===== src/rtl/ifu_prefetch.sv =====
// ifu_prefetch: decoupled instruction fetch with a credit-limited
// request channel, in-order response tracking and a prefetch FIFO.
//
// Ports:
//   clk, rst_n         clock, synchronous active-low reset
//   o_imem_req_*       word-address fetch request (valid/ready)
//   i_imem_rsp_*       in-order instruction responses, no backpressure
//   o_inst*, i_inst_ready  FIFO head {inst, pc} to the decoder
//   i_redirect*        flush and restart fetch at a new word address
module ifu_prefetch #(
  parameter int unsigned       ADDR_W   = 30,
  parameter logic [ADDR_W-1:0] RESET_PC = '0,
  parameter int unsigned       DEPTH    = 4
) (
  input  logic              clk,
  input  logic              rst_n,
  output logic              o_imem_req_valid,
  output logic [ADDR_W-1:0] o_imem_req_addr,
  input  logic              i_imem_req_ready,
  input  logic              i_imem_rsp_valid,
  input  logic [31:0]       i_imem_rsp_data,
  output logic              o_inst_valid,
  output logic [31:0]       o_inst,
  output logic [ADDR_W-1:0] o_inst_pc,
  input  logic              i_inst_ready,
  input  logic              i_redirect,
  input  logic [ADDR_W-1:0] i_redirect_pc
);

  localparam int unsigned PW = $clog2(DEPTH);
  localparam int unsigned CW = PW + 2;
  localparam logic [CW-1:0] DEPTH_C = CW'(DEPTH);

  logic [ADDR_W-1:0] pc_q, pc_d;
  logic [ADDR_W-1:0] rsp_pc_q, rsp_pc_d;
  logic [CW-1:0]     count_q, count_d;
  logic [CW-1:0]     live_q, live_d;
  logic [CW-1:0]     kill_q, kill_d;
  logic [PW-1:0]     wr_ptr_q, wr_ptr_d;
  logic [PW-1:0]     rd_ptr_q, rd_ptr_d;

  logic [31:0]       buf_data_q [DEPTH];
  logic [ADDR_W-1:0] buf_pc_q   [DEPTH];

  logic [CW-1:0] credit_used;
  logic          credit_ok;
  logic          req_fire;
  logic          rsp_drop;
  logic          rsp_take;
  logic          rsp_used;
  logic          push;
  logic          pop;

  // Every FIFO slot is reserved by a live request or a stored entry,
  // so a response can never find the FIFO full.
  assign credit_used = live_q + count_q;
  assign credit_ok   = credit_used < DEPTH_C;

  assign o_imem_req_valid = rst_n && credit_ok;
  assign o_imem_req_addr  = pc_q;

  assign o_inst_valid = (count_q != '0);
  assign o_inst       = buf_data_q[rd_ptr_q];
  assign o_inst_pc    = buf_pc_q[rd_ptr_q];

  assign req_fire = o_imem_req_valid && i_imem_req_ready;
  assign pop      = o_inst_valid && i_inst_ready;

  // Old-stream responses are consumed first; a response with nothing
  // outstanding is ignored entirely.
  assign rsp_drop = i_imem_rsp_valid && (kill_q != '0);
  assign rsp_take = i_imem_rsp_valid && (kill_q == '0)
                    && (live_q != '0);
  assign rsp_used = rsp_drop || rsp_take;

  // A response in the redirect cycle belongs to the old stream.
  assign push = rsp_take && !i_redirect;

  always_comb begin
    pc_d     = pc_q + ADDR_W'(req_fire);
    rsp_pc_d = rsp_pc_q + ADDR_W'(push);
    live_d   = live_q + CW'(req_fire) - CW'(rsp_take);
    kill_d   = kill_q - CW'(rsp_drop);
    count_d  = count_q + CW'(push) - CW'(pop);
    wr_ptr_d = wr_ptr_q + PW'(push);
    rd_ptr_d = rd_ptr_q + PW'(pop);
    if (i_redirect) begin
      pc_d     = i_redirect_pc;
      rsp_pc_d = i_redirect_pc;
      count_d  = '0;
      wr_ptr_d = '0;
      rd_ptr_d = '0;
      live_d   = '0;
      // Everything in flight, including a request accepted this
      // cycle, now belongs to the dead stream.
      kill_d   = kill_q + live_q + CW'(req_fire)
                 - CW'(rsp_used);
    end
  end

  always_ff @(posedge clk) begin
    if (!rst_n) begin
      pc_q     <= RESET_PC;
      rsp_pc_q <= RESET_PC;
      count_q  <= '0;
      live_q   <= '0;
      kill_q   <= '0;
      wr_ptr_q <= '0;
      rd_ptr_q <= '0;
    end else begin
      pc_q     <= pc_d;
      rsp_pc_q <= rsp_pc_d;
      count_q  <= count_d;
      live_q   <= live_d;
      kill_q   <= kill_d;
      wr_ptr_q <= wr_ptr_d;
      rd_ptr_q <= rd_ptr_d;
    end
  end

  // Storage needs no reset: count_q gates every read.
  always_ff @(posedge clk) begin
    if (push) begin
      buf_data_q[wr_ptr_q] <= i_imem_rsp_data;
      buf_pc_q[wr_ptr_q]   <= rsp_pc_q;
    end
  end

endmodule


===== config.mk =====
export PLATFORM = sky130hd
export DESIGN_NAME = ifu_prefetch
export DESIGN_NICKNAME = d
export VERILOG_FILES = /design/src/rtl/ifu_prefetch.sv
export SDC_FILE = /design/constraint.sdc
export NUM_CORES = 1
export LEC_CHECK = 0
export ABC_CLOCK_PERIOD_IN_PS = 10100
export CAP_MARGIN = 30
export CORE_ASPECT_RATIO = 1.5
export CORE_MARGIN = 2
export CORE_UTILIZATION = 45
export DETAILED_ROUTE_END_ITERATION = 8
export GPL_TIMING_DRIVEN = 0
export HOLD_SLACK_MARGIN = 0.08
export PLACE_DENSITY_LB_ADDON = 0.25
export SLEW_MARGIN = 10
export SYNTH_ARGS = -nofsm -noshare
export SYNTH_HDL_FRONTEND = slang
export SYNTH_SLANG_ARGS = --single-unit

===== constraint.sdc =====
create_clock -name clk -period 10.1 [get_ports clk]
set_input_delay 1.01 -clock clk [delete_from_list [all_inputs] [get_ports clk]]
set_output_delay 1.01 -clock clk [all_outputs]
set_load 0.03 [all_outputs]

; Word-level counts from Yosys, hierarchy flattened
; Memory sizes are Yosys's and may differ from the RTL's. A register that Yosys moved wholly into a read port is not among the register bits.
; Index checks and enable logic that the tools add are counted.
[classes]
add_sub_neg = 13
magnitude_cmp = 1
mux = 7
bitwise = 1
n_reduce_logical = 14
[ops]
columns = operator, count
row1 = adder 30 x 1 -> 30 bit, 2
row2 = 2-to-1 mux 30 bit, 2
row3 = subtractor 4 x 1 -> 4 bit, 4
row4 = adder 4 x 1 -> 4 bit, 3
row5 = nonzero test 4 bit, 3
row6 = adder 4 bit, 2
row7 = logical AND 1 bit, 7
row8 = adder 2 x 1 -> 2 bit, 2
row9 = logical NOT 4 bit, 1
row10 = "< comparator 4 x 3 -> 1 bit, second input constant", 1
row11 = 2-to-1 mux 2 bit, 2
row12 = 2-to-1 mux 4 bit, 1
row13 = 2-to-1 mux 1 bit, 2
row14 = OR reduction 2 bit, 1
row15 = logical NOT 1 bit, 1
row16 = logical OR 1 bit, 1
row17 = NOT 1 bit, 1
[word_totals]
register_bits = 76
ram_bits = 248
inputBits = 68
out_inout_bits = 94
wordCells = 45
memories = 2
[memory_table]
columns = memory, words, word_bits, read_ports, rd_ports_with_merged_regs, write_ports, line
row1 = buf_data_q, 4, 32, 1, 1, 1, 42  ; logic [31:0] buf_data_q [DEPTH];
row2 = buf_pc_q, 4, 30, 1, 1, 1, 43  ; logic [ADDR_W-1:0] buf_pc_q [DEPTH];

; Longest topological paths before layout
; Gate-level depths: netlist (run 1).
[depth]
ltp_word = 7
depth_mapped = 14
ltp_nobuf = 14

; Least setup slack after synthesis (run 1)
; Ideal clock, no wire load.
[synth_path]
path_type = in2reg
from = input port i_redirect
to = memory buf_data_q[2][0], enable pin
setup_time_ps = 571
arrival_ps = 6085
t_required_ps = 9529
slack_ps = 3444
stages = 4
path_buffers = 1
path_cell_list = clkbuf_1 -> nor2_1 -> inv_1 -> nor3b_1
[synth_between]
elab_chain_len = 4
[synth_lines]
columns = item, line
row1 = start: declaration, 26  ; input logic i_redirect,
row2 = logical NOT 1 bit, 77  ; assign push = rsp_take && !i_redirect;
row3 = logical AND 1 bit, 77
row4 = 2-to-1 mux 1 bit, 123  ; if (push) begin
row5 = 2-to-1 mux 1 bit (not written as such), 124  ; buf_data_q[wr_ptr_q] <= i_imem_rsp_data;
row6 = end: declaration, 42
; Every way passes these cells.

==> results of run 1 <==
[through the flow]
step	setup slack (ns)	power (mW)
2_1_floorplan	3.44	1.90
3_3_place_gp	-0.923	2.09
3_5_place_dp	6.03	2.10
4_1_cts	5.89	3.24
5_1_grt	5.78	3.34
6_report	6.05	3.20
[cells by family (layout without fill, tap and decap cells)]
family / Yosys count / after routing / share of synthesized area (%)
DFF: 324 / 324 / 68.9
adders and majority gates: 29 / 29 / 3.02
AOI/OAI and AO/OA: 103 / 103 / 4.30
muxes: 65 / 65 / 11.0
xor gates and xnor gates: 62 / 62 / 4.17
buffers and inverters: 65 / 300 / 2.01
and+or+nand+nor: 154 / 154 / 6.70
[per-layer routing]
layer / vias up / part of all wire [%]
met5: - / 0
met4: 0 / 2.4
met3: 40 / 4.2
met2: 188 / 52
met1: 3724 / 41
li1: 3503 / -
[how the worst min path moves through the flow]
stage | startpoint | endpoint | slack, ns
2_1_floorplan | rsp_pc_q[0] | buf_pc_q[0][0] | 0.47
3_3_place_gp | rsp_pc_q[25] | buf_pc_q[2][25] | 0.52
3_5_place_dp | rsp_pc_q[25] | buf_pc_q[0][25] | 0.54
4_1_cts | rsp_pc_q[25] | buf_pc_q[3][25] | 0.55
5_1_grt | rsp_pc_q[25] | buf_pc_q[1][25] | 0.57
6_report | rsp_pc_q[25] | buf_pc_q[1][25] | 0.56
[cell usage in the layout (no fill, tap or decap), drive strengths merged, types with 3 or more instances in the layout]
cell and instances:
edfxtp 248, clkdlybuf4s50 160, dfxtp 76, clkbuf 63, mux4 62, a21oi 56, xnor2 33, inv 33
buf 32, o21ai 31, nand2 31, xor2 29, ha 25, nor2 25, nand3 24, nand4 13
nor3 13, nor4 12, and2 10, and3 7, clkinv 7, and4 6, nor2b 5, fa 4
clkinvlp 4, mux2i 3, a21o 3, a21boi 3
[registers in the layout (all words and copies together), names as in the netlist]
signal and count:
buf_data_q 128, buf_pc_q 120, count_q 4, kill_q 4, live_q 4, o_imem_req_addr 30
rd_ptr_q 2, rsp_pc_q 30, wr_ptr_q 2
[power breakdown]
| part | total (mW) | switching (mW) | internal, mW |
|---|---|---|---|
| clock network | 1.14 | 0.485 | 0.652 |
| registers | 1.52 | 0.0408 | 1.48 |
| logic | 0.548 | 0.288 | 0.260 |
| total | 3.20 | 0.814 | 2.39 |
[area by class of cell]
type	instances	area [sq um]
Clock buffer	41	900
Multi-Input combinational cell	413	3820
Clock inverter	15	115
Timing Repair Buffer	179	1840
Fill cell	2289	12200
Sequential cell	324	8970
Buffer	35	149
Tap cell	390	488
Inverter	30	113
[cells in the mapped netlist (3+ instances only)]
cell type,instances
nand3_1,24
xor2_1,29
ha_1,25
and4_1,6
and3_1,7
nor4_1,6
mux2i_1,3
a21o_1,3
a21oi_1,56
nand4_1,11
nand2_1,31
nor3_1,12
nor2_1,25
nor4_2,6
and2_1,10
o21ai_0,31
dfxtp_1,76
edfxtp_1,248
xnor2_1,33
inv_1,30
nor2b_1,5
mux4_2,62
fa_1,4
a21boi_0,3
clkbuf_1,22
buf_2,11
==> metrics.md, run 1 <==
| Metric | Value |
|---|---|
| Via count | 7455 |
| Antenna diodes | 0 |
| Number of H-tree levels | 1 |
| Final Hold Fails | 0 |
| IR Drop Worst-Case VDD | 110 uV |
| Final cycle utilization of the critical path | 40.1% |
| Horiz. Die Dim | 143 um |
| RSZ-0062 raised after global routing | false |
| Starting Density | 45.5% |
| Top FF cell, synth | edfxtp_1 |
| Cell taking the most area after synthesis | edfxtp_1 |
| Highest Clock Rate | 247 MHz |
| WL per Instance | 18.6 um |
| Non-Filler Instances | 1427 |
| Count of boundary I/O pins | 162 |
| Power density of the placed cells | roughly 200 nW/um^2 |
| Post-synth EDFFs | around 250 |
| Critical path start-end classification | reg -> out |
| Start point of the critical path | rd_ptr_q[0] |
| Register area share after synthesis | 68.9% |
| Weighted congestion at the end of routability-driven global placement | 0.870 |
| Number of buffer and inverter stages on the critical path | 3 |
| Pin count of the biggest net entering global routing | 50 |
| Tightest Pin Transition | 0.713 ns |
| Total DRC errors in the routed layout | 0 |
| Post-route minimum period | 4.05 ns |
| Final #Nets | 1110 |
| Area after detailed placement | approximately 15000 sq um |
| Endpoint of the worst-slack reg-to-reg timing path | rsp_pc_q[22] |
| Timing endpoint of the critical path | o_inst_pc[16] |
| Required time worst endpoint | 9.09 ns |
| Hold slack final | 0.556 ns |
| Maximum count of clock buffers along a single path | 3 |
| GR Util met2 | 30.9% |
| R2R Path Start | kill_q[3] |
| Number of gates given a new drive strength after cts | 0 |
| Cell area after layout | 16400 sq um |
| Max capacitance violation total | 0 |
| Final-report max-slew violation count | 0 |
| Family with the most delay on the worst path | buffers and inverters |
| Antenna violations before repair | 0 |
| Clock tree from TritonCTS | done |
| Static Leakage | 5.38 nW |
| Hold Crit Depth | 0 |
| Slack of the worst reg-to-reg path | 6.87 ns |
| Grt peak-use layer | met2 |
| Routed wire length | 26.6 mm |
| Logic depth of the worst setup path including buffers | 4 |
| Finished Core Util | 57.3% |
| Synthesized area divided by synthesized cell count | 16.2 sq um |
| Final worst clock skew | approximately 0.014 ns |
| Mapped cell area | ~13000 sq um |
| Outcome | finished clean |
| Gate Count Post-Synth | around 800 |
| Root buf cell | clkbuf_16 |
| Post-Synthesis Net Count | about 900 |
| Sink Count | 324 |
| Clock insertion delay at the later pin of the skew report | 0.56 ns |
| Residual overflow from global routing | 0 |
| Global-route wire length before repair | roughly 41 mm |
| Slew HR | roughly 52% |
| Max Fanout on Critical Path | 10 |
| Detailed-placement wirelength estimate | 18.4 mm |
| Antenna-violating nets left | 0 |
| Slowest stage cell on the critical path | clkdlybuf4s50_1 |
| Crit path capture type | output port |
| Die height | 212 um |
| Top cells by area in the synthesized netlist | edfxtp_1 57%, dfxtp_1 12%, mux4_2 11%, ha_1 2.4%, xnor2_1 2.2% |
| Syn-to-layout area delta | 25.8% |
| Global Route Usage Sum | between 10% and 20% |
| Number of search-and-repair iterations in the first detailed-routing pass | 4 |
| Ratio of cells with drive above 1 in the final layout | between 10% and 20% |
| Clock-pin slew on the worst setup and hold paths | 0.07 ns |
| Post CTS Setup Buffer Count | 0 |
| Setup-failing EPs final | 0 |
| Met1 usage in global routing | 21.9% |
| Detailed-route vias per instance | around 5.2 |
| FF+latch count, synth | about 320 |
| Synth warn | 0 |
| Worst reg2reg path depth | 10 |
| Via count of the first global-routing pass | 7509 |
| Fraction of registers with async set or reset after synthesis | 0% |
| Arrival time reported for the critical path endpoint | 3.04 ns |
| Delay contributed by the slowest stage of the critical path | about 0.62 ns |
| List of cells traversed by the critical path | clkbuf_1, buf_2, mux4_2, clkdlybuf4s50_1 |
| Number of placed instances with taps included | 1371 |
| DIE AREA | about 30000 sq um |
| Met3 track demand over resource in global routing | 2.59% |
| Count of different cell masters after synthesis | 44 |
| Hold buffer count at cts | 0 |
| DRT iter0 DRCs | between 300 and 400 |
| Hold Crit Class | reg -> reg |
| Number of buffers added on ports | 160 |
| Area of the placeable core | 28600 sq um |
| Number of buffers added by the clock tree synthesis step | 30 |
| Setup TNS | 0 ns |
| Startpoint kind of the worst setup timing path | register |
| FP Rows | 76 |
| Top-area cell type share of the netlist area | 57.2% |
Power figures use the tool's default switching activity.
==> run 2, diff against run 1 <==
Settings changed: ABC_CLOCK_PERIOD_IN_PS 10100 to 4100.
Clock period 10.1 ns to 4.1 ns, I/O delays scaled along.
==> run 2 against run 1 <==
Via count fell by 1.1%. Clock skew rose by 0.0041 ns. Final cell count is 0.35% lower. Worst hold slack worse by 0.075 ns. Final area increased by 0.37%. Global-route usage rose by 0.21 points. Non-clock buffer count shrank 7. Worst setup slack worse by 5.4 ns. Sequential power increased by 150%. Largest cell class unchanged.
==> metrics.md, run 2 (synthesis gave the netlist of run 1 again) <==
| Metric | Value |
|---|---|
| Outcome | finished clean |
| Crit path capture type | output port |
| Final #Nets | around 1100 |
| Setup TNS | 0 ns |
| Total DRC errors in the routed layout | 0 |
| Hold slack final | approximately 0.48 ns |
| List of cells traversed by the critical path | clkbuf_1, buf_2, mux4_2, clkdlybuf4s50_1 |
| Weighted congestion at the end of routability-driven global placement | just under 0.9 |
| Static Leakage | 5.36 nW |
| Antenna-violating nets left | 0 |
| Via count of the first global-routing pass | 7705 |
| FP Rows | 76 |
| Global Route Usage Sum | between 10% and 20% |
| DIE AREA | 30300 sq um |
| Number of buffer and inverter stages on the critical path | 3 |
| Startpoint kind of the worst setup timing path | register |
| Number of buffers added on ports | 160 |
| Slew HR | 53.4% |
| Number of gates given a new drive strength after cts | 0 |
| Commonest cells after routing, fill and taps aside | 248 x edfxtp_1, 160 x clkdlybuf4s50_1, 76 x dfxtp_1 |
| Required time worst endpoint | 3.69 ns |
| Max capacitance violation total | 0 |
| Area of the placeable core | 28600 sq um |
| Antenna violations before repair | 0 |
| Arrival time reported for the critical path endpoint | 3.04 ns |
| Post-route minimum period | roughly 3.5 ns |
| Pin count of the biggest net entering global routing | 41 |
| Final Hold Fails | 0 |
| Max Fanout on Critical Path | 10 |
| Final worst clock skew | 0.0179 ns |
| Clock tree from TritonCTS | done |
| Count of boundary I/O pins | 162 |
| Residual overflow from global routing | 0 |
| Area after detailed placement | 15400 sq um |
| Number of buffers added by the clock tree synthesis step | 31 |
| Clock-pin slew on the worst setup and hold paths | 0.06 ns |
| Non-Filler Instances | 1422 |
| Highest Clock Rate | 290 MHz |
| Tightest Pin Transition | 0.696 ns |
| Detailed-placement wirelength estimate | 18.4 mm |
| Flip-flop count of the largest register after layout | 128 |
| Global-route wire length before repair | around 41 mm |
| Number of placed instances with taps included | 1364 |
| Maximum count of clock buffers along a single path | 3 |
| IR Drop Worst-Case VDD | about 290 uV |
| Hold Crit Class | in -> reg |
| Slowest stage cell on the critical path | clkdlybuf4s50_1 |
| Hold buffer count at cts | 0 |
| WL per Instance | 18.6 um |
| Root buf cell | clkbuf_16 |
| Die height | 212 um |
| Most frequent standard cell in the layout excluding fill and tap cells | edfxtp_1 |
| RSZ-0062 raised after global routing | false |
| Setup-failing EPs final | 0 |
| Critical path start-end classification | reg -> out |
| Final-report max-slew violation count | 0 |
| Power density of the placed cells | approximately 500 nW/um^2 |
| Fillers | 2263 |
| Routed wire length | between 20 and 30 mm |
| Ratio of cells with drive above 1 in the final layout | 14.1% |
| Largest registers in the final layout | buf_data_q: 128 flops, buf_pc_q: 120 flops |
| Syn-to-layout area delta | 26.3% |
| Final cycle utilization of the critical path | ~84% |
| Family with the most delay on the worst path | buffers and inverters |
| Number of search-and-repair iterations in the first detailed-routing pass | 4 |
| DRT iter0 DRCs | about 320 |
| Sink Count | around 320 |
| Number of H-tree levels | 1 |
| Finished Core Util | 57.5% |
| Starting Density | 45.5% |
| Most flop-heavy register | buf_data_q |
| Delay contributed by the slowest stage of the critical path | about 0.62 ns |
| Via count | roughly 7400 |
| Horiz. Die Dim | 143 um |
| Post CTS Setup Buffer Count | 0 |
| Clock insertion delay at the later pin of the skew report | 0.57 ns |
| Detailed-route vias per instance | between 5 and 6 |
| Antenna diodes | 0 |
| Cell area after layout | 16500 sq um |
## run 2: changes by cell type in the layout (fill, tap and decap cells not counted), sizes merged
| cell | before | now |
|---|---|---|
| buf | 32 | 25 |
| bufinv | 1 | 6 |
| clkbuf | 63 | 64 |
| clkinvlp | 4 | 2 |
| inv | 33 | 31 |
## run 2: final timing paths
kind,start,endpoint,slack [ns],cells past startpoint
max,rd_ptr_q[0],o_inst_pc[5],0.65,4
min,i_imem_rsp_data[10],buf_data_q[2][10],0.48,1
max reg2reg,kill_q[3],rsp_pc_q[22],0.81,10
min reg2reg,rsp_pc_q[25],buf_pc_q[0][25],0.54,0
## run 2: per-stage QoR
step	power, mW	setup slack [ns]
after floorplan	4.69	0.0267
after global placement	5.15	-2.39
after detailed placement	5.18	0.605
after CTS	8.16	0.525
after global routing	8.40	0.433
final	8.06	0.648
## run 2: cell type report
type | count | area [sq um] | share of cell area (%)
plain buffers | 35 | 149 | 0.905
repair buffers | 172 | 1840 | 11.2
flip-flops and latches | 324 | 8970 | 54.5
clock buffers | 42 | 817 | 4.97
inverters | 30 | 113 | 0.685
multi-input cells | 413 | 3830 | 23.3
well taps | 390 | 488 | 2.97
clock inverters | 16 | 244 | 1.48
## run 2: layer usage
metal  vias to the layer above  share of wire, %  wire, um  track usage (%)
met4                         0               1.6       420             4.98
met1                      3633                39     10400             21.1
met2                       201                54     14300             32.6
met3                        30               5.0      1320             2.91
li1                       3507                 -         -                -
met5                         -                 0         0                0
## run 2: report_power, final
group          total (mW)  internal [mW]  switching (mW)  leakage, nW
registers            3.74           3.64           0.101         2.88
logic                1.36          0.647           0.710         1.98
clock network        2.96           1.78            1.18        0.508
## run 2: worst register-to-register path: cells and delay by family (launching register included)
kind / cells / cell delay, ns
AND/OR/NAND/NOR: 5 / 1.80
adder cells (fa/ha/maj): 2 / 0.50
flip-flops: 1 / 0.35
XOR/XNOR: 1 / 0.19
AO/OA/AOI/OAI: 2 / 0.40
